`src/rtl/mux8_32_lane_arbiter_if.sv`:
```
// Byte-lane bundle between four requesters and the lane arbiter.
// master: requester side (req/data_in/valid_in); slave: arbiter side.
interface mux8_32_lane_arbiter_if;
  logic [3:0]  req;
  logic [31:0] data_in;
  logic [3:0]  valid_in;
  logic [3:0]  grant;
  logic [7:0]  data_out;
  logic        valid_out;
  logic [1:0]  owner;
  logic        err_abort;
  logic        err_timeout;

  modport master (
    output req, data_in, valid_in,
    input  grant, data_out, valid_out,
    input  owner, err_abort, err_timeout
  );

  modport slave (
    input  req, data_in, valid_in,
    output grant, data_out, valid_out,
    output owner, err_abort, err_timeout
  );
endinterface

```
`src/rtl/mux8_32_lane_arbiter.sv`:
```
// Round-robin 4-byte burst arbiter for the byte lane of the 8-to-32 packer.
// Ports: clk_4f, reset_L (async low), lane (slave: req/data_in/valid_in in;
// grant/data_out/valid_out/owner/err_abort/err_timeout out).
module mux8_32_lane_arbiter #(
  parameter int unsigned TIMEOUT = 8
) (
  input  logic                   clk_4f,
  input  logic                   reset_L,
  mux8_32_lane_arbiter_if.slave  lane
);

  localparam logic [0:0] IDLE = 1'b0;
  localparam logic [0:0] XFER = 1'b1;

  logic [0:0] state;
  logic [1:0] beat;
  logic [1:0] last;
  logic [1:0] sel;
  logic [7:0] wait_cnt;
  logic [7:0] wait_nxt;
  logic [1:0] pick;
  logic [1:0] idx;
  logic       found;
  logic       sel_vld;
  logic [7:0] sel_byte;

  // First requesting index after the previous owner, wrapping mod 4.
  always_comb begin
    pick  = 2'd0;
    found = 1'b0;
    idx   = 2'd0;
    for (int i = 1; i <= 4; i++) begin
      idx = last + 2'(i);
      if (!found && lane.req[idx]) begin
        pick  = idx;
        found = 1'b1;
      end
    end
  end

  assign sel_vld  = lane.valid_in[sel];
  assign sel_byte = lane.data_in[8*sel +: 8];
  assign wait_nxt = wait_cnt + 8'd1;

  always_ff @(posedge clk_4f or negedge reset_L) begin
    if (!reset_L) begin
      state            <= IDLE;
      beat             <= 2'd0;
      wait_cnt         <= 8'd0;
      last             <= 2'd3;
      sel              <= 2'd0;
      lane.grant       <= 4'd0;
      lane.data_out    <= 8'd0;
      lane.valid_out   <= 1'b0;
      lane.owner       <= 2'd0;
      lane.err_abort   <= 1'b0;
      lane.err_timeout <= 1'b0;
    end else begin
      lane.err_abort   <= 1'b0;
      lane.err_timeout <= 1'b0;
      case (state)
        IDLE: begin
          lane.valid_out <= 1'b0;
          if (found) begin
            lane.grant <= 4'b0001 << pick;
            sel        <= pick;
            beat       <= 2'd0;
            wait_cnt   <= 8'd0;
            state      <= XFER;
          end
        end
        XFER: begin
          if (sel_vld) begin
            lane.data_out  <= sel_byte;
            lane.valid_out <= 1'b1;
            lane.owner     <= sel;
            if (beat == 2'd3) begin
              lane.grant <= 4'd0;
              last       <= sel;
              state      <= IDLE;
            end else begin
              beat <= beat + 2'd1;
            end
          end else begin
            lane.valid_out <= 1'b0;
            if (beat == 2'd0) begin
              wait_cnt <= wait_nxt;
              if (wait_nxt == 8'(TIMEOUT)) begin
                lane.err_timeout <= 1'b1;
                lane.grant       <= 4'd0;
                last             <= sel;
                state            <= IDLE;
              end
            end else begin
              // Partial word is dropped downstream once valid_out falls.
              lane.err_abort <= 1'b1;
              lane.grant     <= 4'd0;
              last           <= sel;
              state          <= IDLE;
            end
          end
        end
        default: state <= IDLE;
      endcase
    end
  end

endmodule

```
`src/flat_wrapper.sv`:
```
// flat-port wrapper written by rule: the top's interface ports become plain ports
module mux8_32_lane_arbiter_flat 
#(
  parameter int unsigned TIMEOUT = 8
)
  (clk_4f, reset_L, lane_req, lane_data_in, lane_valid_in, lane_grant, lane_data_out, lane_valid_out, lane_owner, lane_err_abort, lane_err_timeout);
  mux8_32_lane_arbiter_if lane_i ();
  input  logic clk_4f;
  input  logic reset_L;
  input wire logic [$bits(lane_i.req)-1:0] lane_req;
  input wire logic [$bits(lane_i.data_in)-1:0] lane_data_in;
  input wire logic [$bits(lane_i.valid_in)-1:0] lane_valid_in;
  output wire logic [$bits(lane_i.grant)-1:0] lane_grant;
  output wire logic [$bits(lane_i.data_out)-1:0] lane_data_out;
  output wire logic [$bits(lane_i.valid_out)-1:0] lane_valid_out;
  output wire logic [$bits(lane_i.owner)-1:0] lane_owner;
  output wire logic [$bits(lane_i.err_abort)-1:0] lane_err_abort;
  output wire logic [$bits(lane_i.err_timeout)-1:0] lane_err_timeout;
  assign lane_i.req = lane_req;
  assign lane_i.data_in = lane_data_in;
  assign lane_i.valid_in = lane_valid_in;
  assign lane_grant = lane_i.grant;
  assign lane_data_out = lane_i.data_out;
  assign lane_valid_out = lane_i.valid_out;
  assign lane_owner = lane_i.owner;
  assign lane_err_abort = lane_i.err_abort;
  assign lane_err_timeout = lane_i.err_timeout;
  mux8_32_lane_arbiter #(.TIMEOUT(TIMEOUT)) u_core (.clk_4f(clk_4f), .reset_L(reset_L), .lane(lane_i));
endmodule
```
`config.mk`:
```
export PLATFORM = sky130hd
export DESIGN_NAME = mux8_32_lane_arbiter_flat
export DESIGN_NICKNAME = d
export VERILOG_FILES = /design/src/rtl/mux8_32_lane_arbiter_if.sv /design/src/rtl/mux8_32_lane_arbiter.sv /design/src/flat_wrapper.sv
export SDC_FILE = /design/constraint.sdc
export NUM_CORES = 1
export LEC_CHECK = 0
export ABC_CLOCK_PERIOD_IN_PS = 4100
export BUFFER_PORTS_ARGS = -buffer_cell sky130_fd_sc_hd__buf_2
export CORE_AREA = 5 5 66 68
export CTS_CLUSTER_DIAMETER = 40
export DETAILED_ROUTE_END_ITERATION = 10
export DIE_AREA = 0 0 71 73
export HOLD_SLACK_MARGIN = 0.02
export PLACE_DENSITY = 0.82
export SLEW_MARGIN = 25
export SYNTH_ARGS = -nofsm -noshare
export SYNTH_HDL_FRONTEND = slang
export SYNTH_SLANG_ARGS = --single-unit
```
`constraint.sdc`:
```
create_clock -name clk_4f -period 4.1 [get_ports clk_4f]
set_input_delay 1.23 -clock clk_4f [delete_from_list [all_inputs] [get_ports clk_4f]]
set_output_delay 1.23 -clock clk_4f [all_outputs]
set_load 0.03 [all_outputs]
```
# [Word level (Yosys, flattened, before mapping)]
# Cells that the tools add are included.
# W data, S select, Z words.
[classes] add_sub_neg=5 n_lt_le_gt_ge=5 n_eq_ne=11 shift=2 mux=51 bitwise=1 n_reduce_logical=13
[ops] operator="$shiftx A32 B6 Y8" count=1
[ops] operator="$mux W8" count=3
[ops] operator="$mux W1" count=22
[ops] operator="$mux W2" count=11
[ops] operator="$mux W4" count=5
[ops] operator="$pmux W8 S2" count=1
[ops] operator="$lt A2 B3 Y1 const B" count=5
[ops] operator="$reduce_and A3 Y1" count=4
[ops] operator="$bmux W1 S2" count=5
[ops] operator="$ne A2 B2 Y1 const B" count=5
[ops] operator="$add A8 B1 Y8 const B" count=1
[ops] operator="$eq A8 B4 Y1 const B" count=1
[ops] operator="$pmux W4 S2" count=1
[ops] operator="$add A2 B1 Y2 const B" count=2
[ops] operator="$add A2 B2 Y2 const B" count=2
[ops] operator="$ne A4 B4 Y1 const B" count=1
[ops] operator="$pmux W1 S2" count=2
[ops] operator="$pmux W2 S2" count=1
[ops] operator="$reduce_and A2 Y1" count=2
[ops] operator="$shl A1 B2 Y4 const A" count=1
[ops] operator="$logic_and A1 B1 Y1" count=3
[ops] operator="$logic_not A1 Y1" count=3
[ops] operator="$ne A3 B2 Y1 const B" count=1
[ops] operator="$ne A3 B3 Y1 const B" count=1
[ops] operator="other kinds (4)" count=4
[totals] regBits=32

# [Longest topological paths before layout]
# Gate-level depths: netlist (run 1).
[depth] ltp_word=16 depth_mapped=8 mapped_depth_nobuf=7

# [Worst setup path before layout (run 1)]
# No wires, ideal clock.
[synth_path] path_type="input -> register" from="input port lane_valid_in[3]" to="register u_core.wait_cnt[6]" setup_time_ns=0.132 arrival_time_ns=2.432 required_ns=3.968 slack_ns=1.536 cell_stages=5 n_path_buf=0 cell_sequence="mux4_2 -> nor2_1 -> nor2_1 -> o21ai_0 -> o41ai_2"
[synth_between] elab_chain_len=4
[synth_lines] item="from (decl)" line_no="flat_wrapper.sv:12" text="input wire logic [$bits(lane_i.valid_in)-1:0] lane_valid_in;"
[synth_lines] item="$bmux W1 S2" line_no="mux8_32_lane_arbiter.sv:41" text="assign sel_vld = lane.valid_in[sel];"
[synth_lines] item="$mux W1 (not written as such)" line_no="mux8_32_lane_arbiter.sv:41"
[synth_lines] item="$ne A2 B2 Y1 (no source line)"
[synth_lines] item="$reduce_and A3 Y1 (no source line)"
[synth_lines] item="to (signal assigned)" line_no="mux8_32_lane_arbiter.sv:87" text="wait_cnt <= wait_nxt;"
[synth_lines] item="to (decl)" line_no="mux8_32_lane_arbiter.sv:19" text="logic [7:0] wait_cnt;"
# Every way passes these cells. The select of a mux whose other input is x is not followed.
# A chain may end at the register's enable or synchronous reset.

# [Final worst setup path (run 1)]
[layout_path] from="input port lane_valid_in[3]" to="register u_core.lane.grant[2]"
[layout_between] elab_chain_len=4
[layout_lines] item="$bmux W1 S2 (*)" line_no="mux8_32_lane_arbiter.sv:41"
[layout_lines] item="$mux W1 (not written as such) (*)" line_no="mux8_32_lane_arbiter.sv:41"
[layout_lines] item="$ne A4 B4 Y1 (no source line) (tied with other cells)"
[layout_lines] item="$reduce_and A3 Y1 (no source line) / $pmux W4 S2 (equally long branches)"
[layout_lines] item="to (signal assigned)" line_no="mux8_32_lane_arbiter.sv:65" text="lane.grant <= 4'b0001 << pick;"
[layout_lines] item="to (decl)" line_no="mux8_32_lane_arbiter_if.sv:22" text="output grant, data_out, valid_out,"
# Every way passes the cells marked *; elsewhere a longest branch is shown, timed or not. The select of a mux whose other input is x is not followed.

==> flow_metrics.env, run 1 <==
export IMPL_outcome="finished clean"
export IMPL_grt_max_degree=33
export IMPL_fin_skew_ns=0.00592
export IMPL_max_freq_mhz=363
export IMPL_cp_max_fo=12
export IMPL_r2r_setup_slack_ns=1.53
export IMPL_avgRoutedWirePerCell_um=14.7
export IMPL_via_count=1385
export IMPL_slew_headroom_pct=54.6
export IMPL_ant_nets=0
export IMPL_avgSynthCellArea_um2=11.6
export IMPL_yosys_top_cells_area="dfrtp_1, mux4_2, mux2_2, o21ai_0, dfstp_2"
export IMPL_period_share_pct=67.2
export IMPL_setup_viol=0
export IMPL_routed_wirelength_um=3740
export IMPL_finalMaxSlewViolations=0
export IMPL_hold_path_class="flip-flop to flip-flop"
export IMPL_peakVddDrop_uv=344
export IMPL_rsz0062_at_grt="no"
export IMPL_clock_path_buffers=2
export IMPL_drt_iter0_drc=83
export IMPL_die_height_um=73
export IMPL_final_nets=249
export IMPL_firstDrtPassIters=4
export IMPL_cts_hold_fix_buffers=0
export IMPL_post_cts_setup_buffers=0
export IMPL_path_class="primary input to flip-flop"
export IMPL_grt_pass1_vias=1358
export IMPL_async_flop_share_pct=100
export IMPL_ys_ff_latch=32
export IMPL_initial_utilization_pct=44.5
export IMPL_regArea_um2=803
export IMPL_ys_flop_type="dfrtp_1"
export IMPL_power_density_mw_per_mm2=754
export IMPL_seq_area_frac_synth_pct=47.6
export IMPL_drv_cap=0
export IMPL_cts_resized=0
export IMPL_setup_tns_ns=0
export IMPL_core_area_mm2=0.00380
export IMPL_place_area_mm2=0.00201
export IMPL_insertedDiodeCount=0
export IMPL_overflow=0
export IMPL_route_detailed_drc=0
export IMPL_syn_cell_area_mm2=0.00169
export IMPL_synth_edf_count=0
export IMPL_grt_pass1_wl_um=6130
export IMPL_nFillCells=335
export IMPL_multi_input_area_um2=823
export IMPL_cts_htree_levels=2
export IMPL_clkTransAtPathRegs_ns=0.06
export IMPL_cp_start_kind="primary input"
export IMPL_synth_most_common_cell="dfrtp_1"
export IMPL_cts_tree="yes"
export IMPL_p_leak_nw=1.01
export IMPL_tightestPinTransition_ns=0.680
export IMPL_synth_fp_nets=190
export IMPL_io_buffers=58
export IMPL_dp_hpwl_um=2840
export IMPL_yosys_top_cells_count="dfrtp_1, o21ai_0, mux2_2, nor2_1, nand2_1"
export IMPL_grtUsageTotal_pct=15.3
export IMPL_areaGrowthSynthToFinish_pct=26.4
export IMPL_drive_gt1_share_pct=45.9
export IMPL_arrival_ns=2.91
export IMPL_fin_ws_ns=1.35
export IMPL_clockRootBuffer="clkbuf_8"
export IMPL_fin_crit_ns=2.75
export IMPL_synth_top_area_share_pct=44.4
export IMPL_fp_dieArea_mm2=0.00518
export IMPL_worstPathRequired_ns=4.26
export IMPL_num_rows=23
export IMPL_syn_inst=145
export IMPL_ioPinCount=59
export IMPL_die_w_um=71
export IMPL_clk_latency_ns=0.28
export IMPL_endpoint_kind="flip-flop"
export IMPL_vias_per_cell=5.43
export IMPL_yosysTopAreaCell="dfrtp_1"
export IMPL_cts_sinks=32
export IMPL_hold_viol_final=0
export IMPL_design_area_mm2=0.00214
export IMPL_cts_buffers=5
export IMPL_yosysWarnings=0
export IMPL_synth_cell_type_count=40
export IMPL_hold_slack_ns=0.501
export IMPL_antenna_found_initial=0
export IMPL_place_ws_ns=1.09
export IMPL_gp_congestion=0.772
-- final timing paths --
kind	startpoint	end	depth (start not counted)
min reg2reg	u_core.lane.data_out[2]	u_core.lane.data_out[2]	1
max reg2reg	u_core.sel[0]	u_core.lane.grant[2]	5
max	lane_valid_in[3]	u_core.lane.grant[2]	6
max in group asynchronous	reset_L	u_core.wait_cnt[2]	1
min	u_core.lane.data_out[2]	u_core.lane.data_out[2]	1
min in group asynchronous	reset_L	u_core.wait_cnt[4]	1
-- area by class of cell --
cell class                      instances  area share [%]
Sequential cell                        32            37.6
Inverter                                8            1.41
Clock inverter                          1            1.41
Tap cell                               50            2.93
Clock buffer                            7            4.51
Timing Repair Buffer                   58            13.6
Multi-Input combinational cell         99            38.5
-- worst max-delay path, cell delays in order --
cell,delay (ns)
buf_2,0.09
mux4_2,0.53
nand2_1,0.38
or2_2,0.26
o221ai_2,0.14
a22o_1,0.28
-- sequential cells by signal, summed over array words and instances, names as in the netlist --
| signal | count |
|---|---|
| u_core.lane.data_out | 8 |
| u_core.wait_cnt | 8 |
| u_core.lane.grant | 4 |
| u_core.beat | 2 |
| u_core.lane.owner | 2 |
| u_core.last | 2 |
| u_core.sel | 2 |
| u_core.lane.err_abort | 1 |
| u_core.lane.err_timeout | 1 |
| u_core.lane.valid_out | 1 |
| u_core.state | 1 |
-- through the flow --
| step | power (mW) | utilization (%) | instances |
|---|---|---|---|
| 3_5_place_dp | 1.29 | 52.9 | 247 |
| 4_1_cts | 1.63 | 56.2 | 255 |
| 6_report | 1.61 | 56.2 | 255 |
| 5_1_grt | 1.72 | 56.2 | 255 |
| 2_1_floorplan | 1.12 | - | 145 |
| 3_3_place_gp | 1.27 | 52.9 | 247 |
-- power breakdown --
part	switching [mW]	total [mW]	leakage (nW)	internal (mW)
Combinational	0.400	0.729	0.540	0.329
Clock	0.110	0.324	0.0645	0.214
Sequential	0.119	0.558	0.404	0.439
Total	0.629	1.61	1.01	0.982
-- logic make-up after synthesis --
logic type	after synthesis	synth area share (%)
buffers and inverters	14	3.70
and+or+nand+nor	42	12.0
adders and majority gates	3	2.22
muxes	22	20.8
DFF	32	47.6
AOI/OAI and AO/OA	31	13.2
xor gates and xnor gates	1	0.519
-- metal layers --
metal / track usage [%] / part of all wire [%] / up-vias
met1: 18.1 / 42 / 646
met4: 10.6 / 3.0 / 0
met5: 0 / 0 / -
met3: 4.68 / 10 / 12
met2: 23.9 / 44 / 67
li1: - / - / 660
-- layout by cell type (no fill, tap or decap), types with 2 or more instances in the layout --
master    synthesis  final
buf_2             2     58
dfstp_2           2      2
o31ai_1           2      2
o21ai_0          13     13
clkbuf_8          0      7
ha_1              3      3
a21oi_1           2      2
a22o_1            2      2
and2_1            2      2
nand2b_1          3      3
dfrtp_1          30     30
a32o_1            2      2
inv_1             8      8
nand3_1           7      7
or2_2             2      2
mux2_2           12     12
nand2_1          10     10
nor2_1           12     12
mux4_2            8      8
Note: power is estimated with default switching activity, not from simulation.
==> run 2, diff against run 1 <==
--- a/config.mk
+++ b/config.mk
@@ -5,7 +5,7 @@
 export SDC_FILE = /design/constraint.sdc
 export NUM_CORES = 1
 export LEC_CHECK = 0
-export ABC_CLOCK_PERIOD_IN_PS = 4100
+export ABC_CLOCK_PERIOD_IN_PS = 2800
 export BUFFER_PORTS_ARGS = -buffer_cell sky130_fd_sc_hd__buf_2
 export CORE_AREA = 5 5 66 68
 export CTS_CLUSTER_DIAMETER = 40
==> constraint.sdc (replaced) <==
create_clock -name clk_4f -period 2.8 [get_ports clk_4f]
set_input_delay 0.84 -clock clk_4f [delete_from_list [all_inputs] [get_ports clk_4f]]
set_output_delay 0.84 -clock clk_4f [all_outputs]
set_load 0.03 [all_outputs]
==> flow_metrics.env, run 2 (same netlist as run 1, synthesis figures left out) <==
export IMPL_gp_congestion=0.816
export IMPL_p_leak_nw=1.01
export IMPL_cts_sinks=32
export IMPL_min_to="u_core.lane.data_out[6]"
export IMPL_core_area_mm2=0.00380
export IMPL_clockRootBuffer="clkbuf_8"
export IMPL_firstDrtPassIters=4
export IMPL_hold_slack_ns=0.502
export IMPL_r2r_setup_slack_ns=0.74
export IMPL_die_height_um=73
export IMPL_dp_hpwl_um=3150
export IMPL_grt_pass1_vias=1428
export IMPL_r2r_start="u_core.wait_cnt[0]"
export IMPL_final_cell_mix="buf_2, dfrtp_1, o21ai_0, nor2_1, mux2_2"
export IMPL_clkTransAtPathRegs_ns=0.07
export IMPL_r2r_cells=6
export IMPL_worstPathRequired_ns=3.02
export IMPL_die_w_um=71
export IMPL_tightestPinTransition_ns=0.689
export IMPL_routed_wirelength_um=4070
export IMPL_vias_per_cell=5.45
export IMPL_drive_gt1_share_pct=46.6
export IMPL_final_nets=252
export IMPL_cpMaxStageDelayCell="mux4_2"
export IMPL_cts_hold_fix_buffers=0
export IMPL_hold_path_class="flip-flop to flip-flop"
export IMPL_ant_nets=0
export IMPL_grt_pass1_wl_um=6780
export IMPL_num_rows=23
export IMPL_initial_utilization_pct=44.5
export IMPL_slew_headroom_pct=54.1
export IMPL_rsz0062_at_grt="no"
export IMPL_via_count=1407
export IMPL_cp_start_kind="primary input"
export IMPL_clk_latency_ns=0.29
export IMPL_drt_iter0_drc=47
export IMPL_fp_dieArea_mm2=0.00518
export IMPL_insertedDiodeCount=0
export IMPL_hold_viol_final=0
export IMPL_fin_crit_ns=2.13
export IMPL_cts_tree="yes"
export IMPL_route_detailed_drc=0
export IMPL_post_cts_setup_buffers=0
export IMPL_final_common_cell="buf_2"
export IMPL_areaGrowthSynthToFinish_pct=26.9
export IMPL_r2r_end="u_core.last[1]"
export IMPL_overflow=0
export IMPL_instances_no_fill=258
export IMPL_cts_htree_levels=2
export IMPL_fin_skew_ns=0.00957
export IMPL_drv_cap=0
export IMPL_setup_viol=0
export IMPL_endpoint_kind="flip-flop"
export IMPL_antenna_found_initial=0
export IMPL_io_buffers=58
export IMPL_power_density_mw_per_mm2=1110
export IMPL_grt_max_degree=33
export IMPL_place_inst=250
export IMPL_nFillCells=321
export IMPL_avgRoutedWirePerCell_um=15.8
export IMPL_ioPinCount=59
export IMPL_clock_path_buffers=2
export IMPL_cp_max_fo=6
export IMPL_crit_chain="buf_2, mux4_2, o311ai_1, mux2_2"
export IMPL_cts_buffers=5
export IMPL_peakVddDrop_uv=328
export IMPL_finalMaxSlewViolations=0
export IMPL_max_freq_mhz=470
export IMPL_cts_resized=0
export IMPL_outcome="finished clean"
export IMPL_arrival_ns=2.34
export IMPL_hp_start="u_core.lane.data_out[6]"
export IMPL_grtUsageTotal_pct=17.1
export IMPL_min_path_cells=1
export IMPL_path_class="primary input to flip-flop"
export IMPL_crit_path_max_incr_delay_ns=0.53
export IMPL_period_share_pct=75.9
export IMPL_reg_top3="u_core.lane.data_out x8, u_core.wait_cnt x8, u_core.lane.grant x4"
export IMPL_setup_tns_ns=0
-- run 2: cell count changes in the layout (fill, tap and decap cells not counted), sizes merged --
| cell | change |
|---|---|
| buf | +3 |
| clkbuf | -2 |
| clkinv | +1 |
| clkinvlp | +1 |
-- run 2: layer usage --
layer  wire, um  up-vias  global-route usage (%)
li1           -      663                       -
met1       1600      674                    19.1
met2       1980       63                    29.5
met3        419        7                    6.75
met4         63        0                    6.26
met5          0        -                       0
-- run 2: cell type report --
| type | instances | area (um^2) | area share (%) |
|---|---|---|---|
| Multi-Input combinational cell | 99 | 823 | 38.4 |
| Sequential cell | 32 | 803 | 37.5 |
| Timing Repair Buffer | 61 | 313 | 14.6 |
| Clock buffer | 5 | 68.8 | 3.21 |
| Tap cell | 50 | 62.6 | 2.92 |
| Clock inverter | 3 | 42.5 | 1.98 |
| Inverter | 8 | 30.0 | 1.40 |
-- run 2: report_power, final --
part | switching (mW) | leakage, nW | internal, mW
clock network | 0.175 | 0.0541 | 0.263
logic | 0.635 | 0.554 | 0.511
registers | 0.143 | 0.404 | 0.644
total | 0.953 | 1.01 | 1.42
-- run 2: worst max-delay path by stage --
stage	slack [ns]	endpoint	from	cells past startpoint
2_1_floorplan	0.63	u_core.wait_cnt[6]	lane_valid_in[3]	5
3_3_place_gp	0.40	u_core.last[1]	lane_valid_in[3]	4
3_5_place_dp	0.38	u_core.last[1]	lane_valid_in[3]	4
4_1_cts	0.68	u_core.last[1]	lane_valid_in[3]	4
5_1_grt	0.54	u_core.last[1]	u_core.wait_cnt[0]	6
6_report	0.67	u_core.last[1]	lane_valid_in[3]	4
-- run 2: critical path, delay by kind of cell --
kind | cells | cell delay [ns]
AOI/OAI and AO/OA | 1 | 0.48
buffers and inverters | 1 | 0.10
muxes | 2 | 0.93
-- run 2: through the flow --
step / worst slack (ns) / utilization, % / total power [mW] / instance area (um^2)
2_1_floorplan: 0.626 / - / 1.64 / 1690
3_3_place_gp: 0.402 / 53.5 / 1.90 / 2030
3_5_place_dp: 0.381 / 53.5 / 1.95 / 2030
4_1_cts: 0.676 / 56.4 / 2.39 / 2140
5_1_grt: 0.535 / 56.4 / 2.53 / 2140
6_report: 0.674 / 56.4 / 2.37 / 2140
